--- src/rtl/cpu_pkg.sv ---
// Shared definitions for the 8-bit-PC / 16-bit-instruction CPU control path.
// Holds the sequencer state encoding, the 4-bit opcode map, the one-hot ALU
// operation codes and the sticky error codes reported by the controller.
package cpu_pkg;

  typedef enum logic [2:0] {
    IDLE,
    FETCH,
    DECODE,
    EXEC,
    WB,
    NEXT,
    HALT,
    ERR
  } state_t;

  localparam logic [3:0] OP_NOP  = 4'h0;
  localparam logic [3:0] OP_ADD  = 4'h1;
  localparam logic [3:0] OP_SUB  = 4'h2;
  localparam logic [3:0] OP_AND  = 4'h3;
  localparam logic [3:0] OP_OR   = 4'h4;
  localparam logic [3:0] OP_XOR  = 4'h5;
  localparam logic [3:0] OP_SLT  = 4'h6;
  localparam logic [3:0] OP_HALT = 4'hF;

  localparam logic [7:0] ALU_ADD = 8'h01;
  localparam logic [7:0] ALU_SUB = 8'h02;
  localparam logic [7:0] ALU_AND = 8'h04;
  localparam logic [7:0] ALU_OR  = 8'h08;
  localparam logic [7:0] ALU_XOR = 8'h10;
  localparam logic [7:0] ALU_SLT = 8'h20;

  localparam logic [1:0] ERR_NONE    = 2'd0;
  localparam logic [1:0] ERR_ILLEGAL = 2'd1;
  localparam logic [1:0] ERR_TIMEOUT = 2'd2;

endpackage

--- src/rtl/op_decode.sv ---
// Combinational opcode decoder, shared by the single-cycle and multi-cycle
// control units so both use one encoding table.
//   opcode     in  4  instruction bits [15:12]
//   alu_op     out 8  one-hot ALU operation, 0 for non-ALU opcodes
//   is_nop     out 1  opcode is NOP
//   is_halt    out 1  opcode is HALT
//   is_illegal out 1  opcode is not in the instruction set
module op_decode
  import cpu_pkg::*;
(
  input  logic [3:0] opcode,
  output logic [7:0] alu_op,
  output logic       is_nop,
  output logic       is_halt,
  output logic       is_illegal
);

  always_comb begin
    alu_op     = '0;
    is_nop     = 1'b0;
    is_halt    = 1'b0;
    is_illegal = 1'b0;
    case (opcode)
      OP_NOP:  is_nop  = 1'b1;
      OP_ADD:  alu_op  = ALU_ADD;
      OP_SUB:  alu_op  = ALU_SUB;
      OP_AND:  alu_op  = ALU_AND;
      OP_OR:   alu_op  = ALU_OR;
      OP_XOR:  alu_op  = ALU_XOR;
      OP_SLT:  alu_op  = ALU_SLT;
      OP_HALT: is_halt = 1'b1;
      default: is_illegal = 1'b1;
    endcase
  end

endmodule

--- src/rtl/multicycle_ctrl.sv ---
// Multi-cycle control sequencer: FETCH -> DECODE -> EXEC -> WB -> NEXT.
// Latches the instruction, drives register addresses and ALU op, gates one
// register write and one PC increment per instruction, and stops on HALT,
// illegal opcode or fetch timeout.
//   clk        in   rising-edge clock
//   rst        in   asynchronous active-low reset
//   start      in   level; run request (leave IDLE / continue after NEXT)
//   imem_ack   in   instruction word valid
//   imem_rdata in   16-bit instruction word
//   imem_req   out  fetch request, high throughout FETCH
//   pc_en      out  PC increment strobe (NEXT)
//   rd_reg1/rd_reg2/wr_reg out  register addresses ir[8:6], ir[5:3], ir[2:0]
//   alu_op     out  one-hot ALU operation, nonzero only in EXEC and WB
//   wr_en      out  register-file write strobe (WB)
//   busy       out  high except in IDLE, HALT and ERR
//   halted     out  high in HALT
//   err        out  sticky error code
//   retired    out  saturating count of completed instructions
module multicycle_ctrl
  import cpu_pkg::*;
#(
  parameter int unsigned EXEC_CYCLES   = 1,
  parameter int unsigned FETCH_TIMEOUT = 15,
  parameter int unsigned RETIRE_W      = 16
) (
  input  logic                clk,
  input  logic                rst,
  input  logic                start,
  input  logic                imem_ack,
  input  logic [15:0]         imem_rdata,
  output logic                imem_req,
  output logic                pc_en,
  output logic [2:0]          rd_reg1,
  output logic [2:0]          rd_reg2,
  output logic [2:0]          wr_reg,
  output logic [7:0]          alu_op,
  output logic                wr_en,
  output logic                busy,
  output logic                halted,
  output logic [1:0]          err,
  output logic [RETIRE_W-1:0] retired
);

  localparam logic [7:0]          TMO_LAST    = 8'(FETCH_TIMEOUT - 1);
  localparam logic [3:0]          SETTLE_LAST = 4'(EXEC_CYCLES - 1);
  localparam logic [RETIRE_W-1:0] RET_ONE     = RETIRE_W'(1);

  state_t      state_q, state_d;
  logic [15:0] ir_q;
  logic [7:0]  tmo_q;
  logic [3:0]  settle_q;

  logic [7:0]  dec_alu_op;
  logic        dec_nop, dec_halt, dec_illegal;

  // ir[11:9] carry no meaning for this instruction set.
  logic        unused_ir_bits;
  assign unused_ir_bits = ^ir_q[11:9];

  op_decode u_op_decode (
    .opcode     (ir_q[15:12]),
    .alu_op     (dec_alu_op),
    .is_nop     (dec_nop),
    .is_halt    (dec_halt),
    .is_illegal (dec_illegal)
  );

  assign rd_reg1 = ir_q[8:6];
  assign rd_reg2 = ir_q[5:3];
  assign wr_reg  = ir_q[2:0];

  always_comb begin
    state_d = state_q;
    case (state_q)
      IDLE:    if (start) state_d = FETCH;
      // ack on the last allowed cycle still wins over the timeout
      FETCH:   if (imem_ack)              state_d = DECODE;
               else if (tmo_q == TMO_LAST) state_d = ERR;
      DECODE:  if (dec_halt)         state_d = HALT;
               else if (dec_illegal) state_d = ERR;
               else if (dec_nop)     state_d = NEXT;
               else                  state_d = EXEC;
      EXEC:    if (settle_q == SETTLE_LAST) state_d = WB;
      WB:      state_d = NEXT;
      NEXT:    state_d = start ? FETCH : IDLE;
      HALT:    state_d = HALT;
      ERR:     state_d = ERR;
      default: state_d = IDLE;
    endcase
  end

  // Outputs are registered from the next state so they line up exactly
  // with the state they belong to, and clear asynchronously with reset.
  always_ff @(posedge clk or negedge rst) begin
    if (!rst) begin
      state_q  <= IDLE;
      ir_q     <= '0;
      tmo_q    <= '0;
      settle_q <= '0;
      imem_req <= 1'b0;
      pc_en    <= 1'b0;
      alu_op   <= '0;
      wr_en    <= 1'b0;
      busy     <= 1'b0;
      halted   <= 1'b0;
      err      <= ERR_NONE;
      retired  <= '0;
    end else begin
      state_q  <= state_d;
      tmo_q    <= (state_q == FETCH && state_d == FETCH) ? tmo_q + 8'd1 : '0;
      settle_q <= (state_q == EXEC && state_d == EXEC) ? settle_q + 4'd1 : '0;
      if (state_q == FETCH && imem_ack)
        ir_q <= imem_rdata;

      imem_req <= (state_d == FETCH);
      pc_en    <= (state_d == NEXT);
      wr_en    <= (state_d == WB);
      busy     <= !(state_d inside {IDLE, HALT, ERR});
      halted   <= (state_d == HALT);
      alu_op   <= (state_d == EXEC || state_d == WB) ? dec_alu_op : '0;

      if (state_q == FETCH && state_d == ERR)
        err <= ERR_TIMEOUT;
      else if (state_q == DECODE && state_d == ERR)
        err <= ERR_ILLEGAL;

      if (state_d == NEXT && retired != '1)
        retired <= retired + RET_ONE;
    end
  end

endmodule

--- config.mk ---
export PLATFORM = sky130hd
export DESIGN_NAME = multicycle_ctrl
export DESIGN_NICKNAME = d
export VERILOG_FILES = /design/src/rtl/cpu_pkg.sv /design/src/rtl/op_decode.sv /design/src/rtl/multicycle_ctrl.sv
export SDC_FILE = /design/constraint.sdc
export NUM_CORES = 1
export LEC_CHECK = 0
export BUFFER_PORTS_ARGS = -buffer_cell sky130_fd_sc_hd__buf_2
export CAP_MARGIN = 25
export CORE_MARGIN = 2
export CORE_UTILIZATION = 38
export DETAILED_ROUTE_END_ITERATION = 10
export GPL_TIMING_DRIVEN = 1
export MAX_ROUTING_LAYER = met4
export PLACE_DENSITY = 0.7
export SLEW_MARGIN = 20
export SYNTH_ARGS = -nofsm -noshare
export SYNTH_HDL_FRONTEND = slang
export SYNTH_SLANG_ARGS = --single-unit
--- constraint.sdc ---
create_clock -name clk -period 8.65 [get_ports clk]
set_input_delay 2.1625 -clock clk [delete_from_list [all_inputs] [get_ports clk]]
set_output_delay 2.1625 -clock clk [all_outputs]
set_load 0.02 [all_outputs]
Yosys cells after proc, flatten, opt, wreduce, memory -nomap -nowiden:

Cells that the tools add are included.

* register bits: 62
* input port bits: 20

* $add $sub $neg: 3
* eq/ne operators: 22
* mux-type cells: 17
* reduce and logical (&&, ||, !) cells: 15

Operators with widths (number)
* $pmux 6 s6: 1
* $eq 3x3->1 const B: 8
* $pmux 3 s8: 1
* $mux 3: 7
* $add 16x1->16 const B: 1
* $mux 8: 2
* $ne 16x16->1 const B: 1
* $eq 4x3->1 const B: 3
* $eq 3x2->1 const B: 3
* $add 8x1->8 const B: 1
* $eq 4x2->1 const B: 2
* $eq 8x4->1 const B: 1
* $logic_not 4->1: 2
* $reduce_or 8->1: 1
* $eq 3x1->1 const B: 2
* $logic_and 1x1->1: 6
* $logic_not 3->1: 2
* $add 4x1->4 const B: 1
* $eq 4x1->1 const B: 1
* $eq 4x4->1 const B: 1
* $mux 2: 2
* $mux 4: 1
* $mux 1: 3
* $reduce_bool 3->1: 1
* 3 further kinds: 3

Logic depth before layout (Yosys ltp):

* word-level depth: 10
* mapped depth: 10
* depth with buffers taken out: 8

Cells and area by module:

From an unflattened synthesis, not the netlist that was laid out.

* cell total of the unflattened synthesis: 246
* area, all modules: 2800.2 µm²

Modules (own cells, without submodules)
* multicycle_ctrl: times used 1, cells an instance 227, area an instance 2682.6 µm², sequential area each 1476.4 µm²
* op_decode: times used 1, cells an instance 19, area an instance 117.6 µm², sequential area each 0.0 µm²

Worst setup path after synthesis:

No wires, ideal clock.

* kind: in2reg
* start: in imem_ack
* end: reg retired[12]
* setup time: 0.125 ns
* data arrival time: 3.912 ns
* path slack: 4.613 ns
* stages: 7
* path through: and3_1 -> buf_2 -> a2111o_1 -> buf_6 -> nand2b_4 -> or4_4 -> mux2_4

* cells in the longest elaborated chain, start to end: 4

RTL lines
* start: declaration: line multicycle_ctrl.sv:29 `input logic imem_ack,`
* $mux 3: line multicycle_ctrl.sv:77 `FETCH: if (imem_ack) state_d = DECODE;`
* $pmux 3 s8: line multicycle_ctrl.sv:74 `case (state_q)`
* named net state_d[1]: line multicycle_ctrl.sv:48 `state_t state_q, state_d;`
* $eq 3x3->1: line multicycle_ctrl.sv:127 `if (state_d == NEXT && retired != '1)`
* $logic_and 1x1->1: line multicycle_ctrl.sv:127
* end signal: assignment: line multicycle_ctrl.sv:128 `retired <= retired + RET_ONE;`
* end: declaration: line multicycle_ctrl.sv:41 `output logic [RETIRE_W-1:0] retired`

The timed path passes the listed nets, and every way through them passes these cells.
A chain may end at the register's enable or synchronous reset.

Final worst setup path:

* start: in imem_ack
* end: reg retired[1]

* cells in the longest elaborated chain, start to end: 4

RTL lines (line)
* $mux 3: multicycle_ctrl.sv:77
* $pmux 3 s8: multicycle_ctrl.sv:74
* $eq 3x3->1: multicycle_ctrl.sv:127
* $logic_and 1x1->1: multicycle_ctrl.sv:127

Every way passes these cells.

==> summary.txt <==
Layout
  – N_diodes: 0
  – Final #Nets: between 300 and 400
  – Final std cells w/o fill: approximately 400
  – Share of cells above drive strength 1: a little under a third
  – Commonest non-fill, non-tap cell in the layout: dfrtp_1
  – Area occupied by multi-input gates: approximately 1100 sq um
  – Seq. cell area: roughly 1400 sq um
  – Layout area overhead: 15.50%
  – Commonest cells after routing, fill and taps aside: dfrtp_1 (57), buf_2 (54), nor2_1 (26), nand2_1 (16)
  – # fillers: just under 700

Global route
  – Global-route wire length before repair: 7534 um
  – Initial antenna violation count: 0
  – Largest net degree at the start of global routing: 58
  – Vias in the first global route: 1650
  – Tot GR Track Use: a little over an eighth
  – GRT overflow: 0

Floorplan
  – Initial Utilization: about two fifths
  – Rows: 30
  – # IOs: 60
  – Die height: around 88 um
  – Die Footprint: 7806 sq um
  – Core area: approximately 6800 sq um
  – Die width: approximately 88 um

Critical path
  – FF-to-FF setup slack: ~5.6 ns
  – FF-to-FF End: retired[1]
  – Reg2Reg Depth: 7
  – Setup CP Type: in2reg
  – Critical Path AT: 4.44 ns
  – CP Capture Type: flop
  – Peak fanout along the critical path: 15
  – RR Startpoint: settle_q[0]
  – CP Launch Point: imem_ack
  – CP Capture Point: retired[1]
  – Crit path launch type: primary input
  – Data required time of the worst path: about 9 ns

Clocking
  – Clock sinks: 57
  – CTS Buf Count: 9
  – CTS Root Buffer Type: clkbuf_8
  – Resized cells post-CTS: 0
  – Total setup buffers inserted after CTS: 0
  – Clock buffer depth: 2
  – Clk slew on worst S/H paths: ~0.060 ns
  – TritonCTS clock tree: done
  – Hold buffer count at CTS: 0
  – Clk Latency, worst-skew pair: 0.32 ns
  – H-tree Lvls: 3

Power
  – Flop pwr share: 42.7%
  – Sw Share: around two fifths
  – PD cells: ~300 nW/um^2
  – Pleak: 0.001502 uW
  – Internal power: roughly 580 uW
  – Clock power share: between 20% and 30%
  – Worst vdd ir: around 0.00012 V
  – Comb power frac: roughly 36%
  – Net switching power: ~360 uW

Route
  – TritonRoute pass-1 iters: 4
  – Wirelength, routed: about 4700 um
  – Routed length per instance: 12.11 um
  – Final ANT Viol Nets: 0
  – Vias per cell: 4.711
  – Vias: about 1800
  – DRC viols: 0
  – Initial DRC Count: 71

Yosys
  – Dominant synthesized flop cell: dfrtp_1
  – Mapped Area: 2704 sq um
  – Top post-synthesis cells by area: dfrtp_1 (53%), mux2_2 (5.8%), xnor2_1 (4.5%)
  – Post-synthesis cell count: ~250
  – Mean post-synth cell area: roughly 11 sq um
  – Netlist cell types: 47
  – Synthesized flop and latch total: between 50 and 60
  – Async SR Flop Fraction: 100.0%
  – Leading area contributor after synthesis: dfrtp_1
  – Post-synth EDFFs: 0
  – Top-area cell type share of the netlist area: 52.75%
  – Sequential share of the synthesized area: between 50% and 60%
  – Synth Warn #: 0

Run
  – Max Cap Viol: 0

STA
  – Layout Skew: 0.007523 ns
  – Slew @ Worst Pin: between 0.7 and 0.8 ns
  – Final setup fails: 0
  – Worst slew margin: 49.25%
  – Setup TNS: 0 ns
  – Pins over their slew limit: 0
  – Crit share post-route: between 40% and 50%
  – RSZ-0062 raised after global routing: false
  – Post-route minimum period: 4.227 ns
  – Max Freq: around 240 MHz
  – Final hold vios: 0
  – Fin worst setup slack: 4.423 ns

Run status
  – Outcome: completed

Worst hold path
  – HP Class: reg2reg

Placed design
  – Pre-CTS WS: approximately 4 ns
  – GP Congestion: slightly below 0.8
  – Post-DP HPWL: 3309 um
  – Placed cell count: between 300 and 400
  – Buffers on Ports: 54
[synthesized netlist by cell type, types with 6 or more instances]
master / count
clkbuf_1: 6
nand4_1: 8
nor2_1: 26
buf_4: 11
nand2_1: 16
and3_1: 6
dfrtp_1: 57
mux2_2: 14
inv_1: 7
nand3_1: 14
xnor2_1: 14
xor2_1: 6
[critical path, stage by stage]
cell	delay [ns]
buf_2	0.12
and3_1	0.37
a2111o_1	0.63
nor4b_4	0.76
mux2_2	0.40
[layer usage]
layer,part of all wire [%],global-route usage (%)
met1,48,16.52
met2,49,19.48
met3,2.8,2.519
met5,0,-
met4,0.87,7.438
[power groups by stage]
| stage | Combinational [uW] | Clock, uW | Sequential (uW) |
|---|---|---|---|
| 6_report | 335 | 204 | 402 |
| 5_1_grt | 373 | 224 | 414 |
| 3_5_place_dp | 341 | 0 | 406 |
| 2_1_floorplan | 289 | 0 | 406 |
| 4_1_cts | 342 | 213 | 402 |
| 3_3_place_gp | 335 | 0 | 404 |
[cells by family after synthesis]
family | share of synthesized area [%]
flops | 52.75
other cells | 0.1387
mux | 6.756
buf+inv | 6.293
compound gates | 3.887
simple gates | 21.38
fa+ha+maj | 2.314
xor+xnor | 6.479
[layout make-up]
class                      instances  area share, %
tap                               96          3.846
multi-input combinational        161          35.58
clock inverter                     4         0.6410
clock buffer                      11          4.527
inverter                           7         0.8413
sequential                        57          45.67
timing repair buffer              55          8.894
[stage by stage]
step	utilization, %	hold slack [ns]	total power (uW)	area [sq um]
3_5_place_dp	43.35	0.4820	746.5	2962
5_1_grt	45.71	0.5163	1010	3123
4_1_cts	45.71	0.4958	956.4	3123
3_3_place_gp	43.35	0.4625	738.8	2962
2_1_floorplan	-	0.4662	695.3	2708
6_report	45.71	0.4917	941.2	3123
[worst min path at each step]
| stage | from | endpoint | slack [ns] | cells after the start |
|---|---|---|---|---|
| after global routing | retired[8] | retired[8] | 0.52 | 1 |
| after floorplan | settle_q[0] | settle_q[0] | 0.47 | 1 |
| after detailed placement | err[0] | err[0] | 0.48 | 2 |
| after global placement | err[1] | err[1] | 0.46 | 2 |
| after CTS | err[0] | err[0] | 0.50 | 2 |
| final | err[0] | err[0] | 0.49 | 2 |
[registers in the layout, indices dropped and copies added, names as in the netlist]
| signal | flops |
|---|---|
| alu_op | 6 |
| busy | 1 |
| err | 2 |
| halted | 1 |
| imem_req | 1 |
| ir_q | 13 |
| pc_en | 1 |
| retired | 16 |
| settle_q | 4 |
| state_q | 3 |
| tmo_q | 8 |
| wr_en | 1 |
No activity file was read; power rests on OpenSTA's default activity.
